$ cat config.mk
export PLATFORM = sky130hd
export DESIGN_NAME = bash_f_round_seq
export DESIGN_NICKNAME = d
export VERILOG_FILES = /design/src/rtl/bash_f_round_seq.sv
export SDC_FILE = /design/constraint.sdc
export NUM_CORES = 1
export LEC_CHECK = 0
export CORE_UTILIZATION = 45
export CTS_CLUSTER_DIAMETER = 80
export DETAILED_ROUTE_END_ITERATION = 8
export GPL_ROUTABILITY_DRIVEN = 0
export PLACE_DENSITY_LB_ADDON = 0.08
export SETUP_SLACK_MARGIN = 0.3
export SLEW_MARGIN = 10
export SYNTH_ARGS = -nofsm -noshare
export SYNTH_HDL_FRONTEND = slang
export SYNTH_SLANG_ARGS = --single-unit
$ cat constraint.sdc
create_clock -name clk -period 3.3 [get_ports clk]
set_clock_uncertainty 0.1 [all_clocks]
set_input_delay 0.99 -clock clk [delete_from_list [all_inputs] [get_ports clk]]
set_output_delay 0.99 -clock clk [all_outputs]
set_load 0.02 [all_outputs]
$ cat src/rtl/bash_f_round_seq.sv
// bash_f_round_seq
//   Round sequencer for the bash-f permutation core. After a start request it
//   presents the round index and 64-bit round constant (storage form) to the
//   round datapath. It steps to the next round whenever the datapath signals
//   adv_i. The constant LFSR is iterated internally.
//
// Ports
//   clk          clock, rising edge
//   rst          synchronous reset, active-high
//   start_i      start a permutation (honoured only in IDLE)
//   adv_i        datapath consumed the current constant; advance
//   abort_i      abandon the current run (only with BASH_F_SEQ_ABORT_EN)
//   busy_o       high in RUN and DONE
//   const_vld_o  round_o/const_o valid (RUN only)
//   round_o      round index, 1..ROUNDS in RUN, 0 otherwise
//   const_o      current round constant, storage (byte-swapped) form
//   last_o       valid and on the final round
//   done_o       one-cycle pulse after the final round was consumed
//
// Configuration
//   BASH_F_SEQ_ABORT_EN  adds abort_i. abort_i takes priority over adv_i in
//                        RUN and returns to IDLE without a done_o pulse.
//
// state | meaning
// ------+-----------------------------------------------------------
// IDLE  | waiting for start_i; round=0, const=C_INIT
// RUN   | presenting round 1..ROUNDS; advances on adv_i
// DONE  | one-cycle done_o pulse; returns to IDLE unconditionally
module bash_f_round_seq #(
  parameter int          ROUNDS = 24,
  parameter logic [63:0] C_INIT = 64'hB194BAC80A08F53B,
  parameter logic [63:0] C_POLY = 64'hAED8E07F99E12BDC,
  localparam int         RW     = $clog2(ROUNDS + 1)
) (
  input  logic          clk,
  input  logic          rst,
  input  logic          start_i,
  input  logic          adv_i,
`ifdef BASH_F_SEQ_ABORT_EN
  input  logic          abort_i,
`endif
  output logic          busy_o,
  output logic          const_vld_o,
  output logic [RW-1:0] round_o,
  output logic [63:0]   const_o,
  output logic          last_o,
  output logic          done_o
);

  typedef enum logic [1:0] {
    IDLE = 2'd0,
    RUN  = 2'd1,
    DONE = 2'd2
  } state_t;

  localparam logic [RW-1:0] ROUND_MAX = RW'(ROUNDS);
  localparam logic [RW-1:0] ROUND_ONE = RW'(1);

  state_t        state_q, state_d;
  logic [RW-1:0] round_q, round_d;
  logic [63:0]   const_q, const_d;

  function automatic logic [63:0] bswap64(input logic [63:0] v);
    logic [63:0] r;
    for (int i = 0; i < 8; i++) begin
      r[8*i +: 8] = v[8*(7-i) +: 8];
    end
    return r;
  endfunction

  // The LFSR is defined on the integer view of the constant. The register
  // holds the byte-swapped storage view, so the value is swapped in, shifted,
  // and swapped out. Storage bit 56 is the integer LSB.
  function automatic logic [63:0] next_const(input logic [63:0] c);
    logic [63:0] y;
    y = bswap64(bswap64(c) >> 1);
    if (c[56]) begin
      y = y ^ C_POLY;
    end
    return y;
  endfunction

  always_ff @(posedge clk) begin
    if (rst) begin
      state_q <= IDLE;
      round_q <= '0;
      const_q <= C_INIT;
    end else begin
      state_q <= state_d;
      round_q <= round_d;
      const_q <= const_d;
    end
  end

  always_comb begin
    state_d = state_q;
    round_d = round_q;
    const_d = const_q;
    case (state_q)
      IDLE: begin
        if (start_i) begin
          state_d = RUN;
          round_d = ROUND_ONE;
          const_d = C_INIT;
        end
      end
      RUN: begin
`ifdef BASH_F_SEQ_ABORT_EN
        if (abort_i) begin
          state_d = IDLE;
          round_d = '0;
          const_d = C_INIT;
        end else
`endif
        if (adv_i) begin
          if (round_q == ROUND_MAX) begin
            state_d = DONE;
            round_d = '0;
            const_d = C_INIT;
          end else begin
            round_d = round_q + ROUND_ONE;
            const_d = next_const(const_q);
          end
        end
      end
      DONE: begin
        state_d = IDLE;
      end
      default: begin
        state_d = IDLE;
        round_d = '0;
        const_d = C_INIT;
      end
    endcase
  end

  // Every output is a register or a decode of registered state, so there is
  // no combinational path from any input.
  assign busy_o      = (state_q == RUN) || (state_q == DONE);
  assign const_vld_o = (state_q == RUN);
  assign round_o     = round_q;
  assign const_o     = const_q;
  assign last_o      = (state_q == RUN) && (round_q == ROUND_MAX);
  assign done_o      = (state_q == DONE);

endmodule

==> metrics.txt <==
yosys warns 0; Static Leak 1.35 nW; Post-CTS Setup Bufs 0; EDFF count, synth 0; post-route setup TNS 0 ns; Final #Nets 428; Syn Std Cell Area 2990 um2; final setup fails 0; GRT Util Overall 20.9%; CTS tree done; Yosys reg bits 71; RSZ-0062 raised after global routing false; final instance area 3950 um2; crit share post-route 84.6%; final routed DRC violation total 0; Clock Power Share 30.8%; Placeable Area 6390 um2; die width 83.5 um; Fin. Hold Viols 0; Congestion Overflow GR 0; # hold bufs at CTS 0; Startpoint Class register; Worst Max-Slew Pin Slew 0.837 ns; vias per inst 5.33; Switching Share 30.8%; total power 0.00190 W; hpwl dp 4310 um; first-pass GRT wire length 11,900 um; most frequent cells in the layout 74 x clkdlybuf4s50_1, 70 x dfxtp_1, 45 x a21oi_1, 38 x nand2_1, 38 x nand3_1; wire per inst 14.3 um; initial DRC count 136; initial core utilization 46.7%; Final ANT Viol Nets 0; sequential area share after synthesis 47.6%; Syn Inst Count 354; Required @ worst endpoint 2.21 ns; power share of the combinational group 20.4%; area grow syn2layout 32.4%; I/O pin cnt 77; Distinct cells, synth 31; Worst-path clk slew 0.07 ns; power density over cell area 481 nW/um2; Clock Sink Count 71; Cell Area, Placed 3800 um2; # resized after CTS 1; ys async rst share 0%; htree depth 3; Max Buffers Root-to-Sink 2; ANT cells 0; most common cell after layout, fill and taps aside clkdlybuf4s50_1; Buffers on Ports 76; DR vias 2,668; critical path class register to primary output; CTS Root Cell clkbuf_8; Die H 83.5 um; initial antenna violation count 0; Post-Route WL 7160 um; Cell Rows 29; CP Max Fanout 5; Slew Viols, Final 0; Flop pwr share 48.9%; Synth Flop Type dfxtp_1; Max Freq 358 MHz; Arrival @ worst endpoint 1.70 ns; clock latency at the later pin of the worst-skew pair 0.33 ns; fin crit period 2.79 ns; share of layout cells above drive strength 1 6.60%; CTS buffer count 9; Syn Nets 363; First-pass DRT Iterations 4; Die Footprint 6960 um2; Hold WC Path Type register to register; slew margin rel. 44.1%; Worst VDD drop 0.273 mV; cell-internal power 0.00132 W; vias in the first global route 2,441; largest net degree at the start of global routing 63; status complete, no violations; endpoint class of the critical path primary output; NetSw 0.000585 W; Mean Syn Cell Area 8.43 um2; max_cap viols 0
## metrics by stage
stage          instances  hold WS (ns)  setup slack (ns)  utilization (%)
2_1_floorplan        354         0.378              1.03                -
3_3_place_gp         485         0.363             0.420             59.4
3_5_place_dp         485         0.363             0.392             59.4
4_1_cts              501         0.378             0.488             61.9
5_1_grt              501         0.395             0.389             61.9
6_report             501         0.374             0.508             61.9
## state kept, by name (all words and copies together), names as in the netlist
| register | count |
|---|---|
| const_o | 64 |
| state_q | 2 |
| round_o | 5 |
## critical path: stages, from the launching register on
cell and delay [ns]:
dfxtp_1 0.40, inv_1 0.08, ha_1 0.19, and4b_1 0.23
and2_1 0.16, dlygate4sd2_1 0.31
## cells in the mapped netlist (2+ instances only)
cell type | n | area [um2]
dfxtp_1 | 71 | 1420
a21oi_1 | 45 | 225
nand2_1 | 38 | 143
nand3_1 | 38 | 190
nor3_1 | 23 | 115
xor2_1 | 22 | 193
clkbuf_1 | 21 | 78.8
nor2_1 | 18 | 67.6
xnor2_1 | 13 | 114
a31oi_1 | 11 | 68.8
o21ai_0 | 10 | 50.1
inv_1 | 7 | 26.3
buf_2 | 6 | 30.0
ha_1 | 5 | 62.6
a22oi_1 | 4 | 30.0
a32oi_1 | 3 | 26.3
buf_1 | 3 | 11.3
a2bb2oi_1 | 2 | 17.5
or4_1 | 2 | 15.0
## worst paths after layout
path                            slack [ns]                startpoint  cells after the start                       end
worst min register to register        0.37  const_o[18]$_SDFFE_PP0P_                      2  const_o[18]$_SDFFE_PP0P_
worst min-delay path                  0.37  const_o[18]$_SDFFE_PP0P_                      2  const_o[18]$_SDFFE_PP0P_
worst max-delay path                  0.51   round_o[0]$_SDFFE_PP0P_                      5                    last_o
worst max register to register        1.02   round_o[0]$_SDFFE_PP0P_                      7  const_o[24]$_SDFFE_PP0P_
## cell type report
class / count / area (um2)
Clock inverter: 4 / 22.5
Tap cell: 77 / 96.3
Sequential cell: 71 / 1420
Clock buffer: 12 / 135
Timing Repair Buffer: 85 / 835
Fill cell: 592 / 2430
Inverter: 7 / 26.3
Multi-Input combinational cell: 245 / 1420
## logic make-up after synthesis
| kind of cell | synth area share (%) |
|---|---|
| compound gates | 14.8 |
| xor+xnor | 10.3 |
| fa+ha+maj | 2.10 |
| buf+inv | 5.28 |
| flops | 47.6 |
| simple gates | 19.9 |
## power by group through the flow
stage	Combinational [W]	Clock (W)	Sequential, W
2_1_floorplan	0.000208	0	0.000988
3_3_place_gp	0.000385	0	0.000950
3_5_place_dp	0.000388	0	0.000950
4_1_cts	0.000390	0.000596	0.000930
5_1_grt	0.000420	0.000642	0.000935
6_report	0.000387	0.000585	0.000930
## routing by layer
metal,vias to the layer above,wire length (um),global-route usage (%)
met5,-,0,0
met4,0,46,8.32
met3,4,337,3.76
li1,1352,-,-
met1,1246,3460,29.4
met2,66,3310,31.9
Power figures use the tool's default switching activity.
